===== src/rtl/key_cond_pkg.sv =====
// Shared types and helpers for the push-button conditioner.
package key_cond_pkg;

    typedef enum logic [1:0] {
        RELEASED,
        HELD,
        REPEATING
    } key_state_t;

    function automatic int counter_width(input int max_count);
        return (max_count < 1) ? 1 : $clog2(max_count + 1);
    endfunction

endpackage


===== src/rtl/key_channel.sv =====
// One button channel: synchroniser, debounce counter, press/release FSM and
// auto-repeat counter. All outputs are registered.
module key_channel
    import key_cond_pkg::*;
#(
    parameter int SYNC_STAGES     = 2,
    parameter int DEBOUNCE_CYCLES = 4,
    parameter int REPEAT_DELAY    = 8,
    parameter int REPEAT_PERIOD   = 4,
    parameter int ACTIVE_LOW      = 1
) (
    input  logic clk,
    input  logic reset,
    input  logic key_raw,
    input  logic repeat_en,
    output logic level,
    output logic press,
    output logic release_pulse
);

    localparam int CW          = counter_width(DEBOUNCE_CYCLES - 1);
    localparam int RMAX_COUNT  = (REPEAT_DELAY > REPEAT_PERIOD) ? REPEAT_DELAY : REPEAT_PERIOD;
    localparam int RW          = counter_width(RMAX_COUNT);
    localparam logic [CW-1:0] CNT_LAST    = CW'(DEBOUNCE_CYCLES - 1);
    localparam logic [RW-1:0] DELAY_LAST  = RW'(REPEAT_DELAY - 1);
    localparam logic [RW-1:0] PERIOD_LAST = RW'(REPEAT_PERIOD - 1);
    localparam logic [RW-1:0] RCNT_MAX    = RW'(RMAX_COUNT);
    localparam logic          RAW_IDLE    = (ACTIVE_LOW != 0) ? 1'b1 : 1'b0;

    logic [SYNC_STAGES-1:0] sync;
    logic [CW-1:0]          cnt;
    logic [RW-1:0]          rcnt;
    logic                   rfirst;
    key_state_t             state;
    logic                   pressed_s;
    logic                   accept;

    // Polarity is folded in after the synchroniser so 1 always means pressed.
    assign pressed_s = sync[SYNC_STAGES-1] ^ RAW_IDLE;
    assign accept    = (pressed_s != level) && (cnt == CNT_LAST);

    always_ff @(posedge clk) begin
        if (reset) begin
            sync          <= {SYNC_STAGES{RAW_IDLE}};
            cnt           <= '0;
            rcnt          <= '0;
            rfirst        <= 1'b1;
            level         <= 1'b0;
            press         <= 1'b0;
            release_pulse <= 1'b0;
            state         <= RELEASED;
        end else begin
            sync          <= {sync[SYNC_STAGES-2:0], key_raw};
            press         <= 1'b0;
            release_pulse <= 1'b0;

            if (pressed_s == level) begin
                cnt <= '0;
            end else if (accept) begin
                cnt   <= '0;
                level <= pressed_s;
            end else begin
                cnt <= cnt + 1'b1;
            end

            // An accepted release always takes priority over a repeat pulse.
            case (state)
                RELEASED: begin
                    if (accept) begin
                        press  <= 1'b1;
                        rcnt   <= '0;
                        rfirst <= 1'b1;
                        state  <= repeat_en ? REPEATING : HELD;
                    end
                end
                HELD: begin
                    if (accept) begin
                        release_pulse <= 1'b1;
                        state         <= RELEASED;
                    end else if (repeat_en) begin
                        rcnt   <= '0;
                        rfirst <= 1'b1;
                        state  <= REPEATING;
                    end
                end
                REPEATING: begin
                    if (accept) begin
                        release_pulse <= 1'b1;
                        state         <= RELEASED;
                    end else if (!repeat_en) begin
                        state <= HELD;
                    end else if (rcnt == (rfirst ? DELAY_LAST : PERIOD_LAST)) begin
                        press  <= 1'b1;
                        rcnt   <= '0;
                        rfirst <= 1'b0;
                    end else if (rcnt != RCNT_MAX) begin
                        rcnt <= rcnt + 1'b1;
                    end
                end
                default: state <= RELEASED;
            endcase
        end
    end

endmodule


===== src/rtl/key_conditioner.sv =====
// Multi-channel push-button front end: one independent key_channel per input.
module key_conditioner
    import key_cond_pkg::*;
#(
    parameter int N_KEYS          = 4,
    parameter int SYNC_STAGES     = 2,
    parameter int DEBOUNCE_CYCLES = 4,
    parameter int REPEAT_DELAY    = 8,
    parameter int REPEAT_PERIOD   = 4,
    parameter int ACTIVE_LOW      = 1
) (
    input  logic              clk,
    input  logic              reset,
    input  logic [N_KEYS-1:0] keys_raw,
    input  logic [N_KEYS-1:0] repeat_en,
    output logic [N_KEYS-1:0] level,
    output logic [N_KEYS-1:0] press,
    output logic [N_KEYS-1:0] release_pulse
);

    for (genvar k = 0; k < N_KEYS; k++) begin : g_chan
        key_channel #(
            .SYNC_STAGES    (SYNC_STAGES),
            .DEBOUNCE_CYCLES(DEBOUNCE_CYCLES),
            .REPEAT_DELAY   (REPEAT_DELAY),
            .REPEAT_PERIOD  (REPEAT_PERIOD),
            .ACTIVE_LOW     (ACTIVE_LOW)
        ) u_chan (
            .clk          (clk),
            .reset        (reset),
            .key_raw      (keys_raw[k]),
            .repeat_en    (repeat_en[k]),
            .level        (level[k]),
            .press        (press[k]),
            .release_pulse(release_pulse[k])
        );
    end

endmodule


===== config.mk =====
export PLATFORM = sky130hd
export DESIGN_NAME = key_conditioner
export DESIGN_NICKNAME = d
export VERILOG_FILES = /design/src/rtl/key_cond_pkg.sv /design/src/rtl/key_channel.sv /design/src/rtl/key_conditioner.sv
export SDC_FILE = /design/constraint.sdc
export NUM_CORES = 1
export LEC_CHECK = 0
export CAP_MARGIN = 20
export CORE_ASPECT_RATIO = 1.5
export CORE_MARGIN = 4
export CORE_UTILIZATION = 50
export DETAILED_ROUTE_END_ITERATION = 10
export PLACE_DENSITY_LB_ADDON = 0.12
export SLEW_MARGIN = 20
export SYNTH_ARGS = -nofsm -noshare
export SYNTH_HDL_FRONTEND = slang
export SYNTH_SLANG_ARGS = --single-unit

===== constraint.sdc =====
create_clock -name clk -period 3.07 [get_ports clk]
set_clock_uncertainty 0.15 [all_clocks]
set_input_delay 0.614 -clock clk [delete_from_list [all_inputs] [get_ports clk]]
set_output_delay 0.614 -clock clk [all_outputs]
set_load 0.01 [all_outputs]

==> out/qor.yml <==
placed_design:
  place_area_um2: 3240
  hpwlAfterDp_mm: 4.19
  placed_cells: 426
  io_buffers: 21
  place_congestion: 0.791
sta:
  min_period_over_period_pct: 75.7
  fmax_ghz: 0.430
  rsz0062_at_grt: "no"
  hold_viol: 0
  drv_slew: 0
  setup-tns-final_ns: 0
  relSlewSlack_pct: 56.5
  fin_hold_ws_ns: 0.266
  post-route-min-period_ns: 2.33
  setup_viol: 0
  worst_pin_slew_ns: 0.647
worst_setup_path:
  critPathTopFamily: "compound AO/OA/AOI/OAI gates"
  slowest_delay_ns: 0.57
  crit_chain: "inv_1, ha_1, nor3_1, and3_2, o31ai_1, mux2_2, nor2_1"
  critPathMaxFanout: 10
  cp_slowest_cell: "o31ai_1"
  timing.rr.end: "g_chan[1].u_chan.rcnt[1]"
  crit_required_ns: 3.17
  cp-endpoint: "g_chan[1].u_chan.rcnt[1]"
  reg2reg_from: "g_chan[1].u_chan.state[0]"
  path_class: "flop to flop"
  cp.arrival_ns: 2.43
  rrSetupSlack_ns: 0.74
  crit_buf_inv: 1
  path_depth: 7
  startpoint: "g_chan[1].u_chan.state[0]"
  reg2reg_depth: 7
  endpoint_kind: "flop"
  start_kind: "flop"
synth:
  yosysTopAreaCell: "dfxtp_1"
  synth_cells: 354
  syn_nets: 392
  synth_top_cell_area_share_pct: 36.8
  yosysMostFrequentCell: "dfxtp_1"
  synth_edf_count: 0
  avgSynthCellArea_um2: 8.61
  ys_seq_elements: 56
  ys_types: 50
  synthArstFlopShare_pct: 0
  ys_top_cells_by_count: "dfxtp_1, inv_1, ha_1, nand2_1, nor2_1"
  ys_seq_area_share_pct: 36.8
  syn_area_um2: 3050
  synth_ff_type: "dfxtp_1"
  ys_warn_count: 0
  synth_area_leaders: "dfxtp_1, ha_1, inv_1, a21oi_1, nand2_1"
floorplanning:
  floorplan.die_area_um2: 7430
  io_pins: 22
  die_w_um: 71.8
  die_h_um: 104
  start_util_pct: 51.9
  core_region_area_um2: 5870
  rows: 34
clock_network:
  cts_root_buffer: "clkbuf_8"
  cts_buffer_depth: 2
  cts_setup_buffers: 0
  cts-resized-gates: 0
  numCtsBuffers: 5
  ctsHtreeMaxLevel: 2
  cts_tree: "yes"
  cts_sinks: 56
  clk_pin_slew_worst_paths_ns: 0.09
  insertion_delay_ns: 0.30
  postCtsHoldBufs: 0
cells_and_area:
  fillers: 560
  area.sequential_um2: 1120
  num-nets-final: 399
  utilization_pct: 56.7
  multi_input_area_um2: 1670
  fin_area_um2: 3330
  instances_no_fill: 434
  antennaDiodeCount: 0
  area_delta_synth_final_pct: 9.24
  drive_gt1_share_pct: 6.63
global_routing:
  grt_pass1_wl_mm: 9.69
  grt_start_max_net_pins: 17
  grt_antenna_before_repair: 0
  grt_pass1_vias: 2314
  grt-ovfl-total: 0
  gr-usage-all-layers_pct: 15.5
power:
  p_leak_nw: 1.25
  power_density_nw_per_um2: 553
  p_seq_share_pct: 44.4
  switchingPower_mw: 0.620
  ir_drop_mv: 0.350
  clockPowerShare_pct: 22.3
  power.internal_mw: 1.22
  combPwrFrac_pct: 33.2
  swShare_pct: 33.7
detailed_routing:
  vias_per_cell: 5.59
  drc: 0
  wirelength_mm: 5.59
  routedWlPerCell_um: 12.9
  drtIter0Drc: 127
  drtPass1Iterations: 4
  ant_nets: 0
  via_count: 2426
run:
  max-cap-violations: 0
min_path:
  hold_path_class: "flop to flop"
status:
  outcome: "complete, no violations"
-- power by group through the flow --
stage | registers [mW] | logic (mW) | clock network, mW
finish | 0.818 | 0.612 | 0.411
detailed placement | 0.835 | 0.607 | 0
global route | 0.824 | 0.689 | 0.461
CTS | 0.818 | 0.612 | 0.430
global placement | 0.833 | 0.607 | 0
floorplan | 0.825 | 0.486 | 0
-- state kept, by name (all words and copies together) (netlist names) --
register                     flops
g_chan.u_chan.release_pulse      4
g_chan.u_chan.sync               8
g_chan.u_chan.rcnt              16
g_chan.u_chan.rfirst             4
g_chan.u_chan.cnt                8
g_chan.u_chan.state              8
g_chan.u_chan.press              4
g_chan.u_chan.level              4
-- layout by cell type, fill, tap and decap left out, types with 5 or more instances in the layout --
cell type         n
dfxtp_1          56
inv_1            32
ha_1             28
nand2_1          25
nor2_1           23
clkdlybuf4s50_1  21
a21oi_1          20
o21ai_0          16
nand3_1          10
or2_2             9
xor2_1            7
nand4_1           7
nor4_1            7
o31ai_1           7
a211oi_1          6
nor2b_1           6
clkbuf_8          6
xnor2_1           5
a22oi_1           5
-- cell type report --
class                   instances  area share, %
clock buffers                   8           2.71
inverters                      32           3.61
multi-input cells             241           50.1
flip-flops and latches         56           33.7
well taps                      72           2.71
repair buffers                 25           7.22
-- metal layers --
metal	vias to the layer above	global-route usage, %	part of all wire [%]
met2	29	28.5	51
li1	1257	-	-
met1	1131	17.0	45
met3	9	3.20	2.8
met5	-	0	0
met4	0	5.65	1.8
-- cells by family after synthesis --
group           Yosys count  synth area share, %
simple gates            113                 19.6
compound gates           83                 18.4
buf+inv                  57                 8.50
flops                    56                 36.8
fa+ha+maj                28                 11.5
xor+xnor                 12                 3.45
mux                       5                 1.72
-- worst min-delay path by stage --
| stage | to | depth (start not counted) | startpoint | slack, ns |
|---|---|---|---|---|
| final | g_chan[3].u_chan.sync[1] | 1 | g_chan[3].u_chan.sync[0] | 0.27 |
| after global routing | g_chan[3].u_chan.sync[1] | 1 | g_chan[3].u_chan.sync[0] | 0.28 |
| after CTS | g_chan[3].u_chan.sync[1] | 1 | g_chan[3].u_chan.sync[0] | 0.27 |
| after detailed placement | g_chan[3].u_chan.sync[1] | 1 | g_chan[3].u_chan.sync[0] | 0.25 |
| after global placement | g_chan[3].u_chan.sync[1] | 1 | g_chan[3].u_chan.sync[0] | 0.24 |
| after floorplan | g_chan[0].u_chan.sync[1] | 1 | g_chan[0].u_chan.sync[0] | 0.24 |
-- worst register-to-register path, cell delays in order (launching register included) --
cell     delay (ns)
dfxtp_1        0.35
inv_1          0.09
ha_1           0.34
nor3_1         0.07
and3_2         0.22
o31ai_1        0.57
mux2_2         0.40
nor2_1         0.07
-- stage by stage --
step                total power, mW  setup slack [ns]
finish                         1.84             0.745
global route                   1.97             0.553
CTS                            1.86             0.719
detailed placement             1.44             0.509
global placement               1.44             0.549
floorplan                      1.31             0.934
(Power assumes the default switching activity.)
